[src/rtl/rv32i_types.sv]
// rv32i_types: shared opcode and state encodings for the iterative multiply unit
package rv32i_types;
    typedef enum logic [2:0] {MUL = 3'b000, MULH = 3'b001, MULHSU = 3'b010, MULHU = 3'b011} mult_op_t;
    typedef enum logic [1:0] {IDLE, CALC, DONE} mult_state_t;
endpackage

[src/rtl/mult_sign_fix.sv]
// mult_sign_fix: operand magnitude/sign extraction at issue and signed result fix-up at completion
module mult_sign_fix
    import rv32i_types::*;
(
    input  logic [2:0]  op_in,
    input  logic [31:0] rs1_v,
    input  logic [31:0] rs2_v,
    output logic [31:0] mag1,
    output logic [31:0] mag2,
    output logic        neg,
    input  mult_op_t    op_q,
    input  logic        neg_q,
    input  logic [63:0] prod,
    output logic [31:0] result
);
    logic        s1, s2;
    logic [63:0] fixed;
    always_comb begin
        s1 = (op_in != MULHU) && rs1_v[31];
        s2 = (op_in == MUL || op_in == MULH) && rs2_v[31];
        mag1 = s1 ? -rs1_v : rs1_v;
        mag2 = s2 ? -rs2_v : rs2_v;
        neg = s1 ^ s2;
        fixed = neg_q ? -prod : prod;
        result = (op_q == MUL) ? fixed[31:0] : fixed[63:32];
    end
endmodule

[src/rtl/fu_mult_iter.sv]
// fu_mult_iter: iterative radix-2^K RV32M multiplier holding a tagged result for the CDB
module fu_mult_iter
    import rv32i_types::*;
#(
    parameter int BITS_PER_CYCLE = 2,
    parameter int ROB_ID_W       = 8,
    parameter int PHYS_W         = 6
) (
    input  logic                clk,
    input  logic                rst,
    input  logic                start,
    input  logic [2:0]          funct3,
    input  logic [31:0]         rs1_v,
    input  logic [31:0]         rs2_v,
    input  logic [ROB_ID_W-1:0] rob_id,
    input  logic [PHYS_W-1:0]   rd_phys,
    input  logic                flush,
    output logic                mult_free,
    output logic                out_valid,
    input  logic                out_ready,
    output logic [31:0]         out_value,
    output logic [ROB_ID_W-1:0] out_rob_id,
    output logic [PHYS_W-1:0]   out_rd_phys
);
    localparam int ITER = 32 / BITS_PER_CYCLE;
    localparam int CNT_W = $clog2(ITER + 2);
    localparam logic [CNT_W-1:0] LAST = CNT_W'(ITER);
    mult_state_t         state, state_n;
    mult_op_t            op_q;
    logic [CNT_W-1:0]    cnt;
    logic [63:0]         acc, mcand;
    logic [31:0]         mplier, mag1, mag2, result;
    logic                neg, neg_q;
    logic [ROB_ID_W-1:0] rob_q;
    logic [PHYS_W-1:0]   rd_q;
    mult_sign_fix u_fix (
        .op_in (funct3),
        .rs1_v (rs1_v),
        .rs2_v (rs2_v),
        .mag1  (mag1),
        .mag2  (mag2),
        .neg   (neg),
        .op_q  (op_q),
        .neg_q (neg_q),
        .prod  (acc),
        .result(result)
    );
    // CALC spends one extra cycle at cnt==LAST so the finished accumulator is registered before the fix-up
    always_comb begin
        state_n = state;
        mult_free = (state == IDLE);
        out_valid = (state == DONE);
        if (flush) state_n = IDLE;
        else if (state == IDLE && start) state_n = CALC;
        else if (state == CALC && cnt == LAST) state_n = DONE;
        else if (state == DONE && out_ready) state_n = IDLE;
    end
    always_ff @(posedge clk or posedge rst) begin
        if (rst) begin
            state <= IDLE;
            op_q <= MUL;
            cnt <= '0;
            acc <= '0;
            mcand <= '0;
            mplier <= '0;
            neg_q <= 1'b0;
            rob_q <= '0;
            rd_q <= '0;
            out_value <= '0;
            out_rob_id <= '0;
            out_rd_phys <= '0;
        end else begin
            state <= state_n;
            if (state == IDLE && state_n == CALC) begin
                op_q <= mult_op_t'(funct3);
                cnt <= '0;
                acc <= '0;
                mcand <= {32'd0, mag1};
                mplier <= mag2;
                neg_q <= neg;
                rob_q <= rob_id;
                rd_q <= rd_phys;
            end else if (state == CALC) begin
                acc <= acc + mcand * 64'(mplier[BITS_PER_CYCLE-1:0]);
                mcand <= mcand << BITS_PER_CYCLE;
                mplier <= mplier >> BITS_PER_CYCLE;
                cnt <= cnt + 1'b1;
                if (state_n == DONE) begin
                    out_value <= result;
                    out_rob_id <= rob_q;
                    out_rd_phys <= rd_q;
                end
            end
        end
    end
endmodule

[config.mk]
export PLATFORM = sky130hd
export DESIGN_NAME = fu_mult_iter
export DESIGN_NICKNAME = d
export VERILOG_FILES = /design/src/rtl/rv32i_types.sv /design/src/rtl/mult_sign_fix.sv /design/src/rtl/fu_mult_iter.sv
export SDC_FILE = /design/constraint.sdc
export NUM_CORES = 1
export LEC_CHECK = 0
export ABC_AREA = 1
export CORE_AREA = 10 10 200 202
export DETAILED_ROUTE_END_ITERATION = 12
export DIE_AREA = 0 0 210 212
export PLACE_DENSITY = 0.8
export SLEW_MARGIN = 0
export SYNTH_ARGS = -nofsm -noshare
export SYNTH_HDL_FRONTEND = slang
export SYNTH_SLANG_ARGS = --single-unit
[constraint.sdc]
create_clock -name clk -period 9.2 [get_ports clk]
set_input_delay 0.92 -clock clk [delete_from_list [all_inputs] [get_ports clk]]
set_output_delay 0.92 -clock clk [all_outputs]
set_load 0.03 [all_outputs]
## Yosys cells after proc, flatten, opt, wreduce, memory -nomap -nowiden

Cells that the tools add are included.

| storage, ports and cells | value |
|---|---|
| logic and storage cells | 55 |
| input bits | 86 |
| output and inout bits | 48 |
| flip-flop bits (word level) | 231 |

| cells by class | value |
|---|---|
| add/sub/neg operators | 5 |
| reduce and logical (&&, ||, !) cells | 12 |
| eq/ne operators | 7 |
| multiplexer cells | 16 |
| bitwise logic cells | 2 |
| $mul | 1 |

Operators with widths:

| operator | count |
|---|---|
| 64-bit 2-to-1 mux | 5 |
| 32-bit 2-to-1 mux | 5 |
| 64-bit adder | 1 |
| 64-bit by 2-bit multiplier with 64-bit output | 1 |
| 32-bit negation | 2 |
| 64-bit negation | 1 |
| 5-bit 2-to-1 mux | 2 |
| 2-bit 2-to-1 mux | 4 |
| 1-bit logical AND | 6 |
| 3-bit zero test | 2 |
| 5-bit by 1-bit adder with 5-bit output (second input constant) | 1 |
| 5-bit equality test (second input constant) | 1 |
| 2-bit by 1-bit equality test with 1-bit output (second input constant) | 2 |
| 2-bit equality test (second input constant) | 2 |
| 3-bit by 1-bit equality test with 1-bit output (second input constant) | 1 |
| 3-bit by 2-bit != test with 1-bit output (second input constant) | 1 |
| 3-bit AND reduction | 1 |
| 2-bit zero test | 1 |
| 2-bit nonzero test | 1 |
| 1-bit logical OR | 1 |
| 1-bit NOT | 1 |
| 1-bit XOR | 1 |

## Longest topological paths before layout

| logic depth | value |
|---|---|
| word-level depth | 10 |
| depth in mapped cells | 21 |
| mapped depth without buffers | 20 |

## Cells and area by module

A second synthesis with hierarchy kept.

| unflattened totals | value |
|---|---|
| cell total of the unflattened synthesis | 3,430 |
| area total of the unflattened synthesis | 21,474.3 sq um |

By module, submodules not included:

| module | area an instance (sq um) | cells an instance | times used | sequential area each (sq um) |
|---|---|---|---|---|
| fu_mult_iter | 16,869.9 | 2,471 | 1 | 5,780.5 |
| mult_sign_fix | 4,604.4 | 959 | 1 | 0.0 |

## Least setup slack after synthesis

Ideal clock, no wire load.

| timing | value |
|---|---|
| kind | register to register |
| start point | register mplier[1] |
| end point | register acc[28] |
| arrival time | 2.792 ns |
| slack | 6.278 ns |
| clock period less this slack | 2.922 ns |
| stages on the path, launching flop included | 18 |
| library setup time | 0.130 ns |
| data required time | 9.070 ns |
| cell sequence | dfrtp_1 clkbuf_1 clkbuf_1 nand2_1 fa_1 inv_1 ha_1 nand2_1 inv_1 nand2_1 nand2_1 nand2_1 nand3_1 nand2_1 nand2_1 or2_2 nand3_1 o21ai_0 |

| between the ends | value |
|---|---|
| cells in the longest elaborated chain, start to end | 4 |

RTL lines:

| item | line | RTL |
|---|---|---|
| start: declaration | fu_mult_iter.sv:32 | `logic [31:0] mplier, mag1, mag2, result;` |
| start signal: assignment | fu_mult_iter.sv:79 | `mplier <= mag2;` |
| start signal: assignment | fu_mult_iter.sv:86 | `mplier <= mplier >> BITS_PER_CYCLE;` |
| 64-bit by 2-bit multiplier with 64-bit output | fu_mult_iter.sv:84 | `acc <= acc + mcand * 64'(mplier[BITS_PER_CYCLE-1:0]);` |
| 64-bit adder | fu_mult_iter.sv:84 |  |
| 64-bit 2-to-1 mux | fu_mult_iter.sv:83 | `end else if (state == CALC) begin` |
| 64-bit 2-to-1 mux | fu_mult_iter.sv:74 | `if (state == IDLE && state_n == CALC) begin` |
| end signal: assignment | fu_mult_iter.sv:84 |  |
| end: declaration | fu_mult_iter.sv:31 | `logic [63:0] acc, mcand;` |

No other way between the ends. The select of a mux whose other input is x is not followed.
A chain may end at the register's enable or synchronous reset.

## Final worst setup path

| timing | value |
|---|---|
| start point | register mplier[1] |
| end point | register acc[54] |

Same word-level chain as after synthesis.

==> results.json <==
{
  "drive_gt1_share_pct": 3.62,
  "worst-slew-pin-transition_ns": 0.995,
  "cap_violations": 0,
  "clock_latency_ns": 0.59,
  "ctsResizeCount": 0,
  "core_area_mm2": 0.0361,
  "route.detailed.drc": 0,
  "grt_pass1_wl_um": 120000,
  "synthMuxAreaShare_pct": 0,
  "synth-edff-count": 0,
  "final_common_cell": "nand2_1",
  "setup_viol": 0,
  "hold_buffers": 0,
  "final_util_pct": 66.3,
  "path_clk_slew_ns": 0.06,
  "async_flop_share_pct": 100,
  "hold_path.class": "reg -> reg",
  "antenna_cells": 0,
  "critPathKind": "reg -> reg",
  "cts_buffers": 29,
  "leakagePower_nw": 13.3,
  "critPathLaunchType": "flip-flop",
  "p_per_area_mw_per_mm2": 266,
  "slew_headroom_pct": 33.7,
  "synth_compound_area_share_pct": 10.2,
  "critical_path.top_delay_family": "simple AND/OR/NAND/NOR gates",
  "slowest_stage": "buf_4",
  "hpwl_um": 60400,
  "netlist_instances": 3510,
  "yosys.area_share.simple_pct": 37.2,
  "fillers": 3364,
  "finalClockSkew_ns": 0.0237,
  "antenna_found_initial": 0,
  "nNetsFinal": 3811,
  "status": "finished clean",
  "num_rows": 70,
  "clockBufferDepth": 3,
  "ys.flop_type": "dfrtp_1",
  "multiInputGateArea_mm2": 0.0125,
  "grt_max_degree": 98,
  "finalPower_mw": 6.35,
  "vias": 23151,
  "vias_per_cell": 5.67,
  "yosys_warnings": 0,
  "period_needed_ns": 3.87,
  "grt_usage_pct": 33.7,
  "synthXorXnorAreaFrac_pct": 1.40,
  "clock-sinks": 231,
  "path_max_fanout": 64,
  "synth_area_mm2": 0.0213,
  "cpMostUsedCell": "nand2_1",
  "setup_ws_ns": 5.33,
  "final_area_mm2": 0.0239,
  "seq_area_mm2": 0.00578,
  "rsz0062_at_grt": "false",
  "crit_required_ns": 9.65,
  "grt_pass1_vias": 22334,
  "endpoint_kind": "flip-flop",
  "synth_nets": 3727,
  "slew_viol_final": 0,
  "ant_nets": 0,
  "gr-total-overflow": 0,
  "die_y_um": 212,
  "drtPass1Iterations": 8,
  "cts_tree": "done",
  "post-route-period-util_pct": 42.1,
  "synth_top_family_by_area": "simple AND/OR/NAND/NOR gates",
  "ir_worst_vdd_uv": 259,
  "dp_slack_ns": 5.41,
  "hold_viol": 0,
  "port_buffers": 133,
  "place_congestion": 1.07,
  "ys_ff_latch": 231,
  "ys_seq_area_share_pct": 27.1,
  "cp_num_buf_inv": 3,
  "clock.fmax_mhz": 258,
  "syn_avg_cell_area_um2": 6.07,
  "placed_cell_area_mm2": 0.0229,
  "area_growth_pct": 12.4,
  "die_w_um": 210,
  "h-tree-depth": 1,
  "wl_per_cell_um": 18.6,
  "path_cells": "buf_4 > nand2_1 > fa_1 > inv_1 > ha_1 > nand2_1 > nor2_1 > nor2_1 > inv_1 > nand2_1 > nand3_1 > nand2_1 > nand3_1 > nand2_1 > nand3_1 > nand2_1",
  "initialDrtViolationCount": 2526,
  "cp_slowest_stage_delay_ns": 0.59,
  "crit_arrival_ns": 4.32,
  "cts-root-buf": "clkbuf_16",
  "wirelength_um": 76100,
  "layout_common_cells": "1271 x nand2_1, 675 x inv_1, 293 x nor2_1",
  "pin_count": 134,
  "dieArea_mm2": 0.0445,
  "synthDistinctLibCells": 46,
  "finalSetupTns_ns": 0,
  "cts_setup_buffers": 0,
  "initial_core_util_pct": 59.0,
  "r2r_setup_slack_ns": 5.33,
  "synthAdderAreaFrac_pct": 9.92
}
-- Yosys cell counts (2+ instances only) --
| master | count | share of area (%) |
|---|---|---|
| nand2_1 | 1271 | 22 |
| inv_2 | 8 | 0.14 |
| buf_6 | 2 | 0.11 |
| nor2_2 | 10 | 0.29 |
| buf_1 | 5 | 0.088 |
| nor3_1 | 20 | 0.47 |
| xnor2_1 | 4 | 0.16 |
| o221ai_1 | 2 | 0.082 |
| o21bai_1 | 3 | 0.11 |
| o21ai_0 | 195 | 4.6 |
| buf_2 | 38 | 0.89 |
| clkbuf_1 | 47 | 0.83 |
| inv_1 | 677 | 12 |
| o31ai_1 | 3 | 0.11 |
| o21ai_2 | 3 | 0.12 |
| xor2_1 | 30 | 1.2 |
| a21oi_1 | 123 | 2.9 |
| ha_1 | 68 | 4.0 |
| nand3_4 | 2 | 0.16 |
| o211ai_1 | 11 | 0.39 |
| fa_1 | 63 | 5.9 |
| or2_2 | 6 | 0.18 |
| dfrtp_1 | 231 | 27 |
| nand2_2 | 14 | 0.41 |
| nand3_1 | 248 | 5.8 |
| o21ai_1 | 11 | 0.26 |
| nand3b_1 | 3 | 0.11 |
| and2_1 | 5 | 0.15 |
| a31oi_1 | 6 | 0.18 |
| nor4_1 | 6 | 0.18 |
| nor3_2 | 3 | 0.14 |
| a21oi_2 | 2 | 0.082 |
| a21boi_0 | 3 | 0.11 |
| o22ai_1 | 44 | 1.3 |
| nor2_4 | 5 | 0.26 |
| nand3_2 | 2 | 0.094 |
| nand2_4 | 3 | 0.16 |
| nor2_1 | 293 | 5.2 |
| nand4_1 | 33 | 0.97 |
-- sequential cells by signal, indices dropped and copies added, names as in the netlist --
| signal | cells |
|---|---|
| op_q | 3 |
| mplier | 32 |
| mcand | 64 |
| cnt | 5 |
| acc | 64 |
| rob_q | 8 |
| out_rob_id | 8 |
| neg_q | 1 |
| rd_q | 6 |
| out_rd_phys | 6 |
| out_value | 32 |
| state | 2 |
-- metrics by stage --
stage	instances	hold WS, ns
after CTS	4084	0.480
after detailed placement	4031	0.463
final	4084	0.471
after global placement	4031	0.456
after floorplan	3510	0.449
after global routing	4084	0.503
-- final cells by class --
cell class                 count  area share [%]
inverter                     686            10.8
tap                          468            2.45
multi-input combinational   2499            52.3
sequential                   231            24.2
clock buffer                  32            3.16
clock inverter                21            1.10
timing repair buffer         147            6.00
-- path summary, 6_finish.rpt --
check / start / to / depth (start not counted)
max reg2reg: mplier[1] / acc[54] / 16
min reg2reg: out_rob_id[0] / out_rob_id[0] / 2
max: mplier[1] / acc[54] / 16
min in group asynchronous: rst / mplier[9] / 2
min: out_rob_id[0] / out_rob_id[0] / 2
max in group asynchronous: rst / neg_q / 3
-- metal layers --
metal	share of wire, %	vias to the layer above	wire (µm)	GRT usage (%)
li1	-	10934	-	-
met1	40	10744	30200	43.7
met2	45	1271	34000	53.2
met3	11	202	8710	8.51
met4	4.2	0	3170	13.0
met5	0	-	0	0
-- cell families (layout without fill, tap and decap cells) --
group	after synthesis	in the layout
AOI/OAI and AO/OA	407	407
xor gates and xnor gates	34	34
adders and majority gates	131	131
buffers and inverters	780	886
DFF	231	231
and+or+nand+nor	1927	1927
-- power by group --
| group | internal [mW] | switching [mW] | total [mW] |
|---|---|---|---|
| clock | 0.737 | 0.494 | 1.23 |
| combinational | 1.09 | 2.49 | 3.58 |
| sequential | 1.28 | 0.262 | 1.55 |
-- worst reg2reg max path: stages (launching register included) --
cell and delay, ns:
dfrtp_2 0.34, buf_4 0.59, nand2_1 0.23, fa_1 0.56, inv_1 0.05, ha_1 0.35, nand2_1 0.14, nor2_1 0.32
nor2_1 0.11, inv_1 0.14, nand2_1 0.07, nand3_1 0.30, nand2_1 0.13, nand3_1 0.09, nand2_1 0.05, nand3_1 0.19
nand2_1 0.10
No activity file was read; power rests on OpenSTA's default activity.
